`config.mk`:
```
export PLATFORM = sky130hd
export DESIGN_NAME = vram_arbiter
export DESIGN_NICKNAME = d
export VERILOG_FILES = /design/src/rtl/vram_arbiter.sv
export SDC_FILE = /design/constraint.sdc
export NUM_CORES = 1
export LEC_CHECK = 0
export CORE_ASPECT_RATIO = 0.8
export CORE_MARGIN = 5
export CORE_UTILIZATION = 30
export CTS_BUF_LIST = sky130_fd_sc_hd__clkbuf_16
export DETAILED_ROUTE_END_ITERATION = 7
export DONT_BUFFER_PORTS = 1
export PLACE_DENSITY_LB_ADDON = 0.2
export SYNTH_ARGS = -nofsm -noshare
export SYNTH_HDL_FRONTEND = slang
export SYNTH_SLANG_ARGS = --single-unit
export TNS_END_PERCENT = 100
```
`constraint.sdc`:
```
create_clock -name clk -period 3 [get_ports clk]
set_clock_uncertainty 0.05 [all_clocks]
set_input_delay 0.75 -clock clk [delete_from_list [all_inputs] [get_ports clk]]
set_output_delay 0.75 -clock clk [all_outputs]
set_load 0.02 [all_outputs]
```
`src/rtl/vram_arbiter.sv`:
```
// Single-port VRAM arbiter: display prefetch FIFO vs. host req/ack port, one RAM access per cycle.
// Define VRAM_ARB_STATS_EN to build the saturating underflow statistics counter.
module vram_arbiter #(
  parameter int ADDR_W      = 15,
  parameter int DATA_W      = 16,
  parameter int FRAME_WORDS = 19200,
  parameter int FIFO_DEPTH  = 8,
  parameter int LOW_WATER   = 2
) (
  input  logic              clk,
  input  logic              reset,
  input  logic              frame_start,
  input  logic              pix_rd,
  output logic [DATA_W-1:0] pix_data,
  output logic              pix_empty,
  output logic              underflow,
  input  logic              host_req,
  input  logic              host_we,
  input  logic [ADDR_W-1:0] host_addr,
  input  logic [DATA_W-1:0] host_wdata,
  output logic              host_ack,
  output logic [DATA_W-1:0] host_rdata,
  output logic [ADDR_W-1:0] ram_addr,
  output logic              ram_we,
  output logic [DATA_W-1:0] ram_wdata,
  input  logic [DATA_W-1:0] ram_rdata,
  output logic [15:0]       underflow_cnt
);

  localparam int PTR_W = $clog2(FIFO_DEPTH);
  localparam int CNT_W = PTR_W + 1;
  localparam int LVL_W = CNT_W + 1;
  localparam int FA_W  = $clog2(FRAME_WORDS + 1);

  typedef enum logic [1:0] {GRANT_IDLE, GRANT_DISP, GRANT_HOST} grant_e;

  logic [DATA_W-1:0] mem [FIFO_DEPTH];

  logic [FA_W-1:0]   fetch_addr_q, fetch_addr_d;
  logic [CNT_W-1:0]  count_q, count_d;
  logic [PTR_W-1:0]  wr_ptr_q, wr_ptr_d, rd_ptr_q, rd_ptr_d;
  logic              disp_cmd_q, disp_cmd_d, disp_ret_q, disp_ret_d;
  logic              host_wr_ack_q, host_wr_ack_d;
  logic              host_rd_cmd_q, host_rd_cmd_d, host_rd_ret_q, host_rd_ret_d;
  logic [ADDR_W-1:0] ram_addr_q, ram_addr_d;
  logic              ram_we_q, ram_we_d;
  logic [DATA_W-1:0] ram_wdata_q, ram_wdata_d;
  logic [DATA_W-1:0] pix_data_q, pix_data_d;
  logic              underflow_q, underflow_d;

  logic [LVL_W-1:0]  level;
  logic              fetch_ok, urgent, host_busy, host_ok;
  logic              push, pop_ok, under_pop;
  grant_e            grant;

  // A display read is in flight both while its command is on the RAM and while its data returns.
  assign level     = LVL_W'(count_q) + LVL_W'(disp_cmd_q) + LVL_W'(disp_ret_q);
  assign fetch_ok  = (fetch_addr_q < FA_W'(FRAME_WORDS)) && (level < LVL_W'(FIFO_DEPTH))
                     && !frame_start;
  assign urgent    = fetch_ok && (level < LVL_W'(LOW_WATER));
  assign host_busy = host_wr_ack_q | host_rd_cmd_q | host_rd_ret_q;
  assign host_ok   = host_req && !host_busy && !host_ack;

  assign push      = disp_ret_q && !frame_start;
  assign pop_ok    = pix_rd && (count_q != '0) && !frame_start;
  assign under_pop = pix_rd && (count_q == '0) && !frame_start;

  // NOTE: combinational blocks use blocking '=' and assign every output a default first,
  // so no latch can be inferred; only the clocked blocks use '<='.
  always_comb begin
    grant = GRANT_IDLE;
    if (urgent)        grant = GRANT_DISP;
    else if (host_ok)  grant = GRANT_HOST;
    else if (fetch_ok) grant = GRANT_DISP;
  end

  always_comb begin
    fetch_addr_d  = fetch_addr_q;
    ram_addr_d    = ram_addr_q;
    ram_wdata_d   = ram_wdata_q;
    ram_we_d      = 1'b0;
    disp_cmd_d    = 1'b0;
    host_wr_ack_d = 1'b0;
    host_rd_cmd_d = 1'b0;
    host_rd_ret_d = host_rd_cmd_q;
    disp_ret_d    = disp_cmd_q && !frame_start;

    unique case (grant)
      GRANT_DISP: begin
        ram_addr_d   = ADDR_W'(fetch_addr_q);
        fetch_addr_d = fetch_addr_q + FA_W'(1);
        disp_cmd_d   = 1'b1;
      end
      GRANT_HOST: begin
        ram_addr_d    = host_addr;
        ram_we_d      = host_we;
        host_wr_ack_d = host_we;
        host_rd_cmd_d = !host_we;
        if (host_we) ram_wdata_d = host_wdata;
      end
      default: ;
    endcase
    if (frame_start) fetch_addr_d = '0;

    unique case ({push, pop_ok})
      2'b10:   count_d = count_q + CNT_W'(1);
      2'b01:   count_d = count_q - CNT_W'(1);
      default: count_d = count_q;
    endcase
    wr_ptr_d    = wr_ptr_q + PTR_W'(push);
    rd_ptr_d    = rd_ptr_q + PTR_W'(pop_ok);
    pix_data_d  = pop_ok ? mem[rd_ptr_q] : pix_data_q;
    underflow_d = underflow_q | under_pop;
    if (frame_start) begin
      count_d     = '0;
      wr_ptr_d    = '0;
      rd_ptr_d    = '0;
      underflow_d = 1'b0;
    end
  end

  always_ff @(posedge clk or negedge reset) begin
    if (!reset) begin
      fetch_addr_q  <= '0;
      count_q       <= '0;
      wr_ptr_q      <= '0;
      rd_ptr_q      <= '0;
      disp_cmd_q    <= 1'b0;
      disp_ret_q    <= 1'b0;
      host_wr_ack_q <= 1'b0;
      host_rd_cmd_q <= 1'b0;
      host_rd_ret_q <= 1'b0;
      ram_addr_q    <= '0;
      ram_we_q      <= 1'b0;
      ram_wdata_q   <= '0;
      pix_data_q    <= '0;
      underflow_q   <= 1'b0;
    end else begin
      fetch_addr_q  <= fetch_addr_d;
      count_q       <= count_d;
      wr_ptr_q      <= wr_ptr_d;
      rd_ptr_q      <= rd_ptr_d;
      disp_cmd_q    <= disp_cmd_d;
      disp_ret_q    <= disp_ret_d;
      host_wr_ack_q <= host_wr_ack_d;
      host_rd_cmd_q <= host_rd_cmd_d;
      host_rd_ret_q <= host_rd_ret_d;
      ram_addr_q    <= ram_addr_d;
      ram_we_q      <= ram_we_d;
      ram_wdata_q   <= ram_wdata_d;
      pix_data_q    <= pix_data_d;
      underflow_q   <= underflow_d;
    end
  end

  // NOTE: FIFO storage has no reset; count and pointers alone decide which entries are valid.
  always_ff @(posedge clk) begin
    if (push) mem[wr_ptr_q] <= ram_rdata;
  end

`ifdef VRAM_ARB_STATS_EN
  logic [15:0] ucnt_q, ucnt_d;

  always_comb begin
    ucnt_d = ucnt_q;
    if (under_pop && (ucnt_q != 16'hFFFF)) ucnt_d = ucnt_q + 16'd1;
  end

  always_ff @(posedge clk or negedge reset) begin
    if (!reset) ucnt_q <= '0;
    else        ucnt_q <= ucnt_d;
  end

  assign underflow_cnt = ucnt_q;
`else
  assign underflow_cnt = '0;
`endif

  assign pix_data   = pix_data_q;
  assign pix_empty  = (count_q == '0);
  assign underflow  = underflow_q;
  assign host_ack   = host_wr_ack_q | host_rd_ret_q;
  assign host_rdata = host_rd_ret_q ? ram_rdata : '0;
  assign ram_addr   = ram_addr_q;
  assign ram_we     = ram_we_q;
  assign ram_wdata  = ram_wdata_q;

endmodule

```
==> results of run 1 <==
layout make-up:
cell class | instances | area share
inverter | 3 | 0.00113
sequential | 206 | 0.580
timing repair buffer | 29 | 0.0263
tap | 370 | 0.0463
clock inverter | 18 | 0.0247
clock buffer | 25 | 0.0626
multi-input combinational | 305 | 0.259
routing by layer:
layer  share of wire  vias to the layer above  routed length (um)  track usage
met2            0.47                      103                8990        0.190
met3           0.051                       34                 968       0.0256
met1            0.45                     2260                8570        0.164
li1                -                     2034                   -            -
met4           0.026                        0                 487       0.0317
met5               0                        -                   0            0
per-stage QoR:
stage                      util  instances  power (W)
final                     0.355        956    0.00781
after global placement    0.322        912    0.00463
after global routing      0.355        956    0.00817
after CTS                 0.354        956    0.00793
after floorplan               -        554    0.00444
after detailed placement  0.322        912    0.00466
sequential cells by signal (all words and copies together), names as in the netlist, 3 cells and up:
name and count:
count_q 4, fetch_addr_q 15, mem 128, pix_data 16, ram_addr 15, ram_wdata 16, rd_ptr_q 3, wr_ptr_q 3
cell usage after synthesis (all sizes together):
library cell,number,area (um^2)
a311oi,1,8.76
nor2b,10,62.6
nor2,44,175
or4,1,7.51
a31o,2,17.5
inv,3,11.3
or3b,1,11.3
buf,31,204
xor2,5,43.8
nand2b,9,56.3
conb,1,3.75
xnor2,11,104
o21ai,16,80.1
nor3,7,35.0
a21oi,20,100
nor4,4,40.0
dfrtp,78,1950
o221ai,1,8.76
o21a,1,7.51
nand4,5,37.5
mux4,32,721
clkbuf,9,33.8
or2,2,15.0
ha,10,125
nand2,26,97.6
a21o,1,7.51
edfxtp,128,3840
mux2,19,214
and2,16,108
or3,3,18.8
a31oi,1,6.26
nand3,5,25.0
mux2i,35,350
and3,1,6.26
power by group through the flow:
stage	combinational (W)	clock (W)	sequential (W)
after detailed placement	0.000730	0	0.00393
after CTS	0.000761	0.00329	0.00388
final	0.000744	0.00320	0.00387
after global placement	0.000702	0	0.00393
after floorplan	0.000600	0	0.00384
after global routing	0.000848	0.00341	0.00391
timing repair:
action                                  CTS  global route
hold buffers                              1             0
gates resized for setup                   0             4
hold endpoints to repair                 78             0
endpoints found under the setup margin    0             5
final timing paths:
check | startpoint | end | slack, ps | depth (start not counted)
worst min register to register | host_rd_cmd_q$_DFF_PN0_ | host_rd_ret_q$_DFF_PN0_ | 330 | 0
min in group clk | frame_start | underflow$_DFF_PN0_ | 240 | 1
worst max register to register | count_q[0]$_DFFE_PN0P_ | fetch_addr_q[11]$_DFFE_PN0P_ | 160 | 12
worst max-delay path | count_q[0]$_DFFE_PN0P_ | fetch_addr_q[11]$_DFFE_PN0P_ | 160 | 12
max in group asynchronous | reset | rd_ptr_q[0]$_DFF_PN0_ | 2450 | 1
worst min-delay path | reset | ram_wdata[5]$_DFFE_PN0P_ | 80 | 1
kinds of logic (layout without fill, tap and decap cells):
family	count (synthesis)	count (layout)	share of synthesized area
other cells	1	16	0.000439
xor+xnor	16	16	0.0173
compound gates	43	43	0.0277
simple gates	134	134	0.0815
buf+inv	43	75	0.0292
mux	86	86	0.150
fa+ha+maj	10	10	0.0147
flops	206	206	0.679
==> results.md, run 1 <==
Routing:
- The vias after detailed routing is about 4400.
- For this run, design rule violations remaining after detail routing come to 0.
- The remaining number of nets flagged by the antenna check after routing is 0.
- The count of TritonRoute iterations in the first routing pass is 4.
- In the routed layout, each cell is associated on average with a via count of 4.63.
- The aggregate routed wire length is about 19 mm.
- The number of violations reported at the end of detailed-routing iteration 0 is around 260.
- The final routed wire length divided by cell count is slightly below 20 um.

STA:
- At the pin with the least slew margin, the transition time is around 550 ps.
- The hold violation total from the final report is 0.
- The headroom to the max-slew limit is 0.636.
- For this run, the top clock speed supported by timing is 0.352 GHz.
- Of the available clock period, the critical path in the final layout requires 0.947.
- Setup repair after global routing could not meet its margin everywhere.
- Setup violations remaining at the end of the flow were counted as 0.
- The worst-case hold slack is ~79 ps.
- The minimum clock period is roughly 2800 ps.
- The number of pins exceeding their max-slew limit in the final report was 0.
- The post-route setup TNS is 0 ps.
- Setup slack closes at approximately 160 ps.

Floorplan:
- The region available for standard cell placement spans about 28000 um^2.
- The number of placement rows is 55.
- The vertical extent of the die is between 150 and 200 um.
- The die extent in x is roughly 200 um.
- The count of pins on the block boundary is approximately 140.
- The floorplan die area is 32000 um^2.
- The initial core utilization is 0.303.

Synth:
- The netlist uses 45 different library cells.
- The number of warnings reported in the yosys synthesis log is 0.
- The post-synthesis sequential element count is 206.
- Synthesis handed over a netlist of 539 instances.
- The share of the yosys chip area belonging to registers is 0.679.
- A synthesized cell averages 15.8 um^2.
- After synthesis the cells add up to around 8500 um^2.

Clock network:
- Clock-pin slew was measured on the worst setup and hold paths at roughly 60 ps.
- The count of buffers added by post-CTS timing repair for setup is 0.
- The total number of H-tree levels is 1.
- TritonCTS built the clock tree.
- The later pin in the worst-skew pair is clocked with a latency of between 500 and 600 ps.
- Counting along the longest clock path gives a buffer depth of 3.
- The number of buffers inserted during clock tree synthesis is 24.
- The tree built by TritonCTS fans out to 206 sinks.
- The cell sitting at the root of the clock tree is a clkbuf_16.

Worst setup path:
- In this run the worst path has a maximum fanout of 9.
- The launching element type of the critical path is a flop.
- STA classifies the critical path endpoint as a flop.
- The total buffers and inverters traversed by the critical path is 0.
- For the worst setup path, the data required time is 3360 ps.
- The data arrival time at the worst-slack endpoint is roughly 3200 ps.
- The kind of critical path is reg -> reg.
- The critical path goes through ha_1, a21o_1, ha_1, xor2_1, nor2_1, or2_0, and3_1, ha_1, nand4_4, nor4_1, xnor2_1, nor2_1.
- On the worst path, the slowest cell contributes a delay of about 390 ps.
- The category of cells accounting for the largest share of critical-path delay is simple AND/OR/NAND/NOR gates.
- The critical path's slowest cell is nor4_1.
- The cell with the most instances on the worst path is ha_1.

Global routing:
- The via count of the first global-routing pass came to roughly 4700.
- Entering global routing, the biggest net connects between 70 and 80 pins.
- The sum of overflow across all layers after global routing is 0.
- The number of antenna violations at the first check in global routing is 0.
- The first global-routing pass estimated slightly below 30 mm of wire.
- For this run, the total global-route usage over all layers was measured as 0.119.

Place:
- Before CTS, the worst setup slack after placement is 85.1 ps.
- Once placement finished, the instance area stood at approximately 9000 um^2.
- Once detailed placement completed, the half-perimeter wirelength came to 12.0 mm.
- The placer's final routability congestion estimate is 0.727.
- Buffers placed on the I/O ports in this run total 0.

Final layout:
- The top cell types in the final layout, fill and taps aside, are edfxtp_1, dfrtp_1, nor2_1.
- Across the whole layout, storage elements account for around 5800 um^2.
- The most frequent standard cell in the layout excluding fill and tap cells is edfxtp_1.
- From synthesis to final layout, the design area changed by 17.0%.
- The filler cells instantiated in the layout total about 2600.
- The final instance area is 9990 um^2.
- In the final layout, the multi-input gates occupy approximately 2600 um^2.
- The repair_antennas step left the layout with diodes totalling 0.
- The final-stage net count is about 630.
- In the final layout, the share of cells above drive strength 1 is 0.232.

Power and ir drop:
- The cell leakage power is 3.60 nW.
- The ratio of total power to cell area is about 780 nW/um^2.
- The share of power burned in registers is 0.495.
- Of the total power, the clock network draws 0.409.
- The design internal power is 0.00570 W.
- Of the total power, the share spent switching nets is 0.270.
- The analysis attributes to net switching a power of roughly 0.0021 W.
- Of the total power, combinational logic draws 0.095.
- The peak ir drop on the vdd network is between 0.3 and 0.4 mV.

Run status:
- The flow ran to the end, and the final reports show no timing, DRC or antenna violations.

Run:
- The count of maximum capacitance violations is 0.

Worst hold path:
- The worst hold path belongs to the class in -> async.
No activity file was read; power rests on OpenSTA's default activity.
==> inputs of run 2 (changes only) <==
ABC_AREA = 1   (was not set)
==> run 2 against run 1 <==
  * Sequential cell count unchanged
  * First-iteration DRC count up 23%
  * Power up 0.79%
  * Final area up 1.6%
  * Sequential power up 5%
  * Synthesized cell count up 52%
  * Area after synthesis up 3.1%
  * Non-clock buffer count up 9
  * Worst hold slack better by 31 ps
  * Critical path depth up 5
  * Routed wire length up 18%
  * Global-route usage up 1.5 points
==> results.md, run 2 <==
Run status:
- The flow ran to the end, and the final reports show no timing, DRC or antenna violations.

Clock network:
- The library cell used as clock root buffer is clkbuf_16.
- The clock latency on the worst-skew pair is about 500 ps.
- Counting along the longest clock path gives a buffer depth of 3.
- TritonCTS built the clock tree.
- The total number of H-tree levels is 1.
- Clock-pin slew was measured on the worst setup and hold paths at about 60 ps.
- Buffers inserted during clock tree synthesis total 23.
- The total number of clock tree sinks is between 200 and 250.

Synth:
- The most frequently used cell type in the post-synthesis netlist is nand2_1.
- The async set-reset flop share out of synthesis is 0.379.
- Of the synthesized area, sequential elements account for 0.658.
- The Yosys step of the flow raised 0 warnings.
- In the synthesized netlist, the cells that appear most often are nand2_1, edfxtp_1, nor2_1, dfrtp_1.
- Synthesis produced ~800 cells.
- The netlist uses 36 different library cells.
- A synthesized cell averages ~11 um^2.
- Synthesis inferred 206 register bits.
- By area the synthesized netlist is led by edfxtp_1, dfrtp_1, nand2_1, nor2_1, o21ai_0.
- The number of flops mapped to enable cells by yosys is roughly 130.
- The fraction of synthesized cell area taken by the top area cell type is 0.436.
- The cell area that synthesis handed to floorplanning was approximately 8800 um^2.
- The most used flip-flop cell after synthesis is edfxtp_1.
- The synthesized design spends more area on one cell type than any other, namely edfxtp_1.

STA:
- The total of endpoints with negative setup slack in the final report is 0.
- The minimum clock period is a little under 3000 ps.
- The worst path setup slack after routing is roughly 110 ps.
- The highest achievable clock rate is 0.346 GHz.
- For the pin with the worst max-slew slack, the measured transition is between 600 and 700 ps.
- The hold violation total from the final report was 0.
- The number of pins exceeding their max-slew limit in the final report is 0.
- Setup repair after global routing could not meet its margin everywhere.
- The worst pin sits at a relative slew slack of 0.580.
- The tightest hold path in the finished design has a slack of approximately 110 ps.
- The final period utilization is 0.964.

Routing:
- The remaining number of nets flagged by the antenna check after routing is 0.
- The post-route DRC violation count is 0.
- Dividing the detail-routed wire length by the instance count gives approximately 18 um.
- The met3 wire length is roughly 1.2 mm.
- Wires add up to 22.4 mm.
- Routed signal wires occupy layers up through met4.
- For this block, the initial DRC count from the detailed router was about 320.
- Detailed routing inserted a total of 5807 vias.
- The pre-antenna-repair detailed-routing pass consisted of 6 iterations.
- The detailed router put a total of approximately 11 mm of wire on met1.
- In the routed layout, each cell is associated on average with a via count of about 4.7.
- The amount of wire on met2 after detailed routing is just under 10 mm.

Power and ir drop:
- Power spread over the standard cell area amounts to 775 nW/um^2.
- IR analysis of the VDD net gives a maximum drop of between 0.3 and 0.4 mV.
- The final total power is slightly below 0.008 W.
- The analysis attributes to cell leakage a power of 4.05 nW.

Final layout:
- With fillers left out, the area of the finished cells amounts to just over 10000 um^2.
- The layout cell share with drive strength beyond 1 is 0.115.
- The area used by multi-input combinational logic is between 2000 and 3000 um^2.
- The filler cells instantiated in the layout total between 2000 and 3000.
- For this run, the post-layout net count is ~910.
- The sequential cell area in the final layout is between 5000 and 6000 um^2.
- The number of antenna diodes in the final layout is 0.
- The register with the most flip-flops is mem.
- The flip-flop count of the largest register after layout is ~130.
- The number of standard cells in the final layout excluding fillers is approximately 1200.
- Compared with the post-synthesis result, the final layout area differs by 15.3%.
- The most frequent standard cell in the layout excluding fill and tap cells is nand2_1.
- The library cells used most frequently in the layout, excluding fill and tap cells, are nand2_1, edfxtp_1, nor2_1.

Worst setup path:
- STA puts the critical path data arrival time at 3220 ps.
- The largest driver fanout on the critical path is 3.
- The required time reported for the critical path endpoint is 3330 ps.
- STA classifies the critical path endpoint as a flop.
- The worst reg2reg path endpoint is fetch_addr_q[12]$_DFFE_PN0P_.
- The cell count of the worst reg-to-reg path is 17.
- The launching element type of the critical path is a flop.
- The launch instance of the worst register-to-register path is disp_ret_q$_DFF_PN0_.
- The worst setup path is of the reg -> reg kind.
- For flop-to-flop paths, the worst setup slack is ~110 ps.

Floorplan:
- For this design the top-level I/O count stands at 136.
- The area of the core is 29100 um^2.
- The die extent in x is 202 um.
- The number of placement rows is 56.
- For this configuration, the core starts out at a cell density of 0.302.
- The floorplan step defined a die boundary enclosing 32900 um^2.
- The die is 163 um tall.

Place:
- Once placement completed, the tool counted placed cells totaling 1189.
- Port buffering added 0 buffers.
- Once placement finished, the instance area stood at 9390 um^2.
- The setup slack at placement is between 20 and 25 ps.
- The congestion estimate from routability-driven global placement came to ~0.80.
- The HPWL after detailed placement is between 10 and 15 mm.

Global routing:
- The via count of the first global-routing pass came to between 5000 and 6000.
- In the global route stage, overall resource usage came out at 0.134.
- Entering global routing, the biggest net connects between 70 and 80 pins.
- The first-pass GRT wire length is 34.7 mm.
- The number of antenna violations at the first check in global routing was 0.
- For this run the aggregate overflow at the end of global routing stands at 0.

Worst hold path:
- The path type of the worst min-delay path is in -> async.

Run:
- The count of maximum capacitance violations is 0.
==> run 2: cell count changes after synthesis, sizes merged, moves of 17 or more <==
| cell | previous run | this run |
|---|---|---|
| o211ai | 0 | 33 |
| mux2 | 19 | 0 |
| o22ai | 0 | 17 |
| nand2 | 26 | 157 |
| inv | 3 | 62 |
| mux2i | 35 | 16 |
| mux4 | 32 | 0 |
| o21ai | 16 | 61 |
| nor2 | 44 | 117 |
| a21oi | 20 | 40 |
==> run 2: repair_timing <==
item                       in CTS  in global routing
hold endpoints to repair       78                  0
hold buffers                    1                  0
gates resized for setup         0                 11
buffers inserted                0                  5
setup endpoints to repair       0                 40
==> run 2: worst max-delay path by stage <==
stage,startpoint,to,cells after the start
2_1_floorplan,count_q[0]$_DFFE_PN0P_,fetch_addr_q[12]$_DFFE_PN0P_,18
3_3_place_gp,disp_ret_q$_DFF_PN0_,fetch_addr_q[12]$_DFFE_PN0P_,17
3_5_place_dp,count_q[0]$_DFFE_PN0P_,fetch_addr_q[12]$_DFFE_PN0P_,17
4_1_cts,count_q[0]$_DFFE_PN0P_,fetch_addr_q[12]$_DFFE_PN0P_,17
5_1_grt,disp_ret_q$_DFF_PN0_,fetch_addr_q[12]$_DFFE_PN0P_,17
6_report,disp_ret_q$_DFF_PN0_,fetch_addr_q[12]$_DFFE_PN0P_,17
==> run 2: layout make-up <==
type	instances	area share
clock buffer	23	0.0567
clock inverter	18	0.00715
inverter	64	0.0237
multi-input combinational	510	0.258
sequential	206	0.571
tap	377	0.0464
timing repair buffer	38	0.0375
==> run 2: per-layer routing <==
layer,track usage,vias up
li1,-,2828
met1,0.201,2812
met2,0.198,138
met3,0.0274,29
met4,0.0366,0
met5,0,-
==> run 2: cells by family after synthesis <==
| group | share of synthesized area |
|---|---|
| and+or+nand+nor | 0.145 |
| DFF | 0.658 |
| AOI/OAI and AO/OA | 0.101 |
| buffers and inverters | 0.0598 |
| muxes | 0.0182 |
| adders and majority gates | 0.0142 |
| xor gates and xnor gates | 0.00298 |
| other | 0.000426 |
==> run 2: critical path, stage by stage (launching register included) <==
cell and delay [ps]:
dfrtp_1 410, ha_4 260, a21oi_4 160, inv_2 70, ha_4 160, o2111ai_2 150
nand2_1 90, nor2_2 90, nand2_1 70, nand2_1 90, ha_2 220, nand3_2 110
nor3_4 260, nand2_2 80, nor2_2 120, nand4_1 140, nor3_2 190, nor2_1 50
==> run 2: where the power goes <==
group / internal (W) / switching [W] / leakage [nW]
clock network: 0.00138 / 0.00108 / 0.354
logic: 0.000498 / 0.000859 / 1.54
registers: 0.00339 / 0.000668 / 2.16
total: 0.00526 / 0.00260 / 4.05
==> run 2: per-stage QoR <==
stage | TNS [ps] | utilization
6_report | 0 | 0.348
5_1_grt | -169 | 0.348
2_1_floorplan | 0 | -
3_5_place_dp | 0 | 0.322
3_3_place_gp | 0 | 0.322
4_1_cts | 0 | 0.345
==> inputs of run 3 (changes only) <==
DONT_BUFFER_PORTS = not set   (was 1)
==> run 3 against run 2 <==
  * Power increased by 10%
  * Global-route usage is 0.42 points higher
  * Setup slack got worse by 28 ps
  * Combinational power is 88% higher
  * Clock-buffer cell count unchanged
  * Final cell count rose by 11%
  * First-iteration DRC count up 33%
  * Register-to-register slack better by 30 ps
  * Fmax is 0.95% lower
  * Critical path depth decreased by 13
  * Sequential share of layout area shrank 6.6 points
  * Highest routed layer unchanged
==> results.md, run 3 (same netlist as run 2, synthesis figures left out) <==
STA:
- The headroom to the max-slew limit is 0.624.
- After layout, the minimum clock period comes to approximately 3000 ps.
- The hold violation total from the final report is 0.
- The highest achievable clock rate is about 0.34 GHz.
- The total of endpoints with negative setup slack in the final report is 0.
- At the pin with the least slew margin, the transition time is 563 ps.
- Dividing the final minimum period by the clock period gives 0.973.
- The number of pins exceeding their max-slew limit in the final report was 0.

Run status:
- The flow ran to the end, and the final reports show no timing, DRC or antenna violations.

Worst setup path:
- The start point of the critical path is ram_rdata[6].
- For the worst setup path, the data arrival time is between 2000 and 2500 ps.
- Data on the critical path is required at its endpoint by 2200 ps.
- The largest driver fanout on the critical path is 2.
- For the worst flop-to-flop path, the logic depth is 17.
- The worst register-to-register path ends at fetch_addr_q[12]$_DFFE_PN0P_.
- For flop-to-flop paths, the worst setup slack is roughly 140 ps.
- The launching element type of the critical path is an input pin.
- The kind of capture point of the worst setup path is an output port.
- The critical path in this run is classified as in -> out.
- In this run the critical register-to-register path is launched from disp_ret_q$_DFF_PN0_.

Floorplan:
- The floorplan step defined a die boundary enclosing between 30000 and 40000 um^2.
- For this configuration, the core starts out at a cell density of 0.302.
- The area of the core is 29100 um^2.
- During I/O placement, the number of pins put on the boundary was about 140.
- The floorplan has 56 rows.
- The floorplan step set the die height to between 150 and 200 um.
- The die extent in x is around 200 um.

Place:
- The placer's final routability congestion estimate is between 0.8 and 0.9.
- Once placement finished, the instance area stood at around 11000 um^2.
- The half-perimeter wire length after placement is between 15 and 20 mm.
- The number of buffer cells added on primary ports is between 100 and 150.

Clock network:
- TritonCTS built the clock tree.
- The tree is rooted in a clkbuf_16.
- The total number of clock tree sinks is around 200.
- The longest clock path from root to sink contains 3 buffers.
- The clock slew seen by the registers of the worst setup and hold paths is about 50 ps.
- Buffers inserted to repair hold after CTS numbered 0.
- The number of buffers inserted during clock tree synthesis is 23.
- The clock latency on the worst-skew pair is 510 ps.
- CTS built an H-tree with a depth of 1.

Power and ir drop:
- Across the VDD grid, the largest voltage drop is around 0.34 mV.
- The ratio of total power to cell area is around 760 nW/um^2.
- Overall power consumption after layout is estimated at 0.00869 W.
- In this run the static leakage power is approximately 4.6 nW.

Routing:
- The remaining number of nets flagged by the antenna check after routing is 0.
- Dividing the detail-routed wire length by the instance count gives 16.6 um.
- The number of violations reported at the end of detailed-routing iteration 0 is 421.
- For this run, design rule violations remaining after detail routing come to 0.
- The routed layout has between 6000 and 7000 vias.
- In the routed layout, each cell is associated on average with a via count of roughly 4.6.
- The routed design has ~23 mm of wire.
- The count of TritonRoute iterations in the first routing pass is 5.

Global routing:
- The sum of overflow across all layers after global routing is 0.
- The via count of the first global-routing pass was roughly 6300.
- The number of antenna violations at the first check in global routing is 0.
- The global routing usage summed across all routing layers is 0.138.
- The first-pass GRT wire length is 36.3 mm.
- Entering global routing, the biggest net connects 66 pins.

Final layout:
- The final-stage net count is approximately 1000.
- The library cell used most frequently in the layout, excluding fill and tap cells, is nand2_1.
- The synthesis-to-finish area growth is 30.3%.
- Of the cells placed in the final design, the portion with a size suffix greater than 1 is 0.127.
- The final instance area is 11500 um^2.
- The library cells used most frequently in the layout, excluding fill and tap cells, are nand2_1, edfxtp_1, clkdlybuf4s50_1.
- The flip-flop count of the largest register after layout is between 100 and 150.
- The number of antenna diodes is 0.
- mem holds more flip-flops than any other register.

Run:
- The count of maximum capacitance violations is 0.

Worst hold path:
- The min-delay analysis places its worst path in the category in -> async.
run 3: worst max-delay path by stage:
stage / slack (ps) / end / cells past startpoint
6_report: 80 / host_rdata[6] / 4
5_1_grt: -60 / fetch_addr_q[12]$_DFFE_PN0P_ / 17
4_1_cts: 20 / fetch_addr_q[12]$_DFFE_PN0P_ / 17
3_5_place_dp: -100 / ram_wdata[5]$_DFFE_PN0P_ / 15
3_3_place_gp: 50 / ram_wdata[11]$_DFFE_PN0P_ / 12
2_1_floorplan: 180 / fetch_addr_q[12]$_DFFE_PN0P_ / 18
run 3: power breakdown:
part	total (W)	switching, W	leakage, nW	internal (W)
clock	0.00252	0.00112	0.364	0.00140
combinational	0.00255	0.00144	2.09	0.00111
sequential	0.00362	0.000230	2.16	0.00339
total	0.00869	0.00279	4.62	0.00590
run 3: worst max-delay path, cell delays in order:
cell and delay (ps):
clkdlybuf4s50_1 600, nand2_1 90, inv_1 70, clkdlybuf4s50_1 600
run 3: final cells by class:
type,count,area [um^2]
fill,2886,17700
clock inverter,19,92.6
inverter,64,241
multi-input combinational,510,2620
timing repair buffer,179,1670
clock buffer,23,576
sequential,206,5800
tap,377,472
run 3: per-layer routing:
| layer | part of all wire | track usage |
|---|---|---|
| met5 | 0 | 0 |
| met4 | 0.019 | 0.0289 |
| met3 | 0.042 | 0.0236 |
| met2 | 0.44 | 0.207 |
| met1 | 0.50 | 0.211 |
run 3: repair_timing:
item | CTS | global route
pin swaps | 0 | 11
resized for setup | 1 | 16
setup endpoints to repair | 16 | 38
buffers inserted | 0 | 6
gates cloned | 0 | 0
run 3: stage by stage:
step / std cells / setup slack [ps] / hold slack [ps] / setup TNS, ps / utilization
6_report: 1378 / 81.2 / 136 / 0 / 0.394
5_1_grt: 1378 / -62.5 / 155 / -62.5 / 0.394
4_1_cts: 1372 / 15.6 / 140 / 0 / 0.389
3_5_place_dp: 1330 / -97.2 / 333 / -822 / 0.366
3_3_place_gp: 1330 / 49.3 / 327 / 0 / 0.366
2_1_floorplan: 834 / 182 / 305 / 0 / -
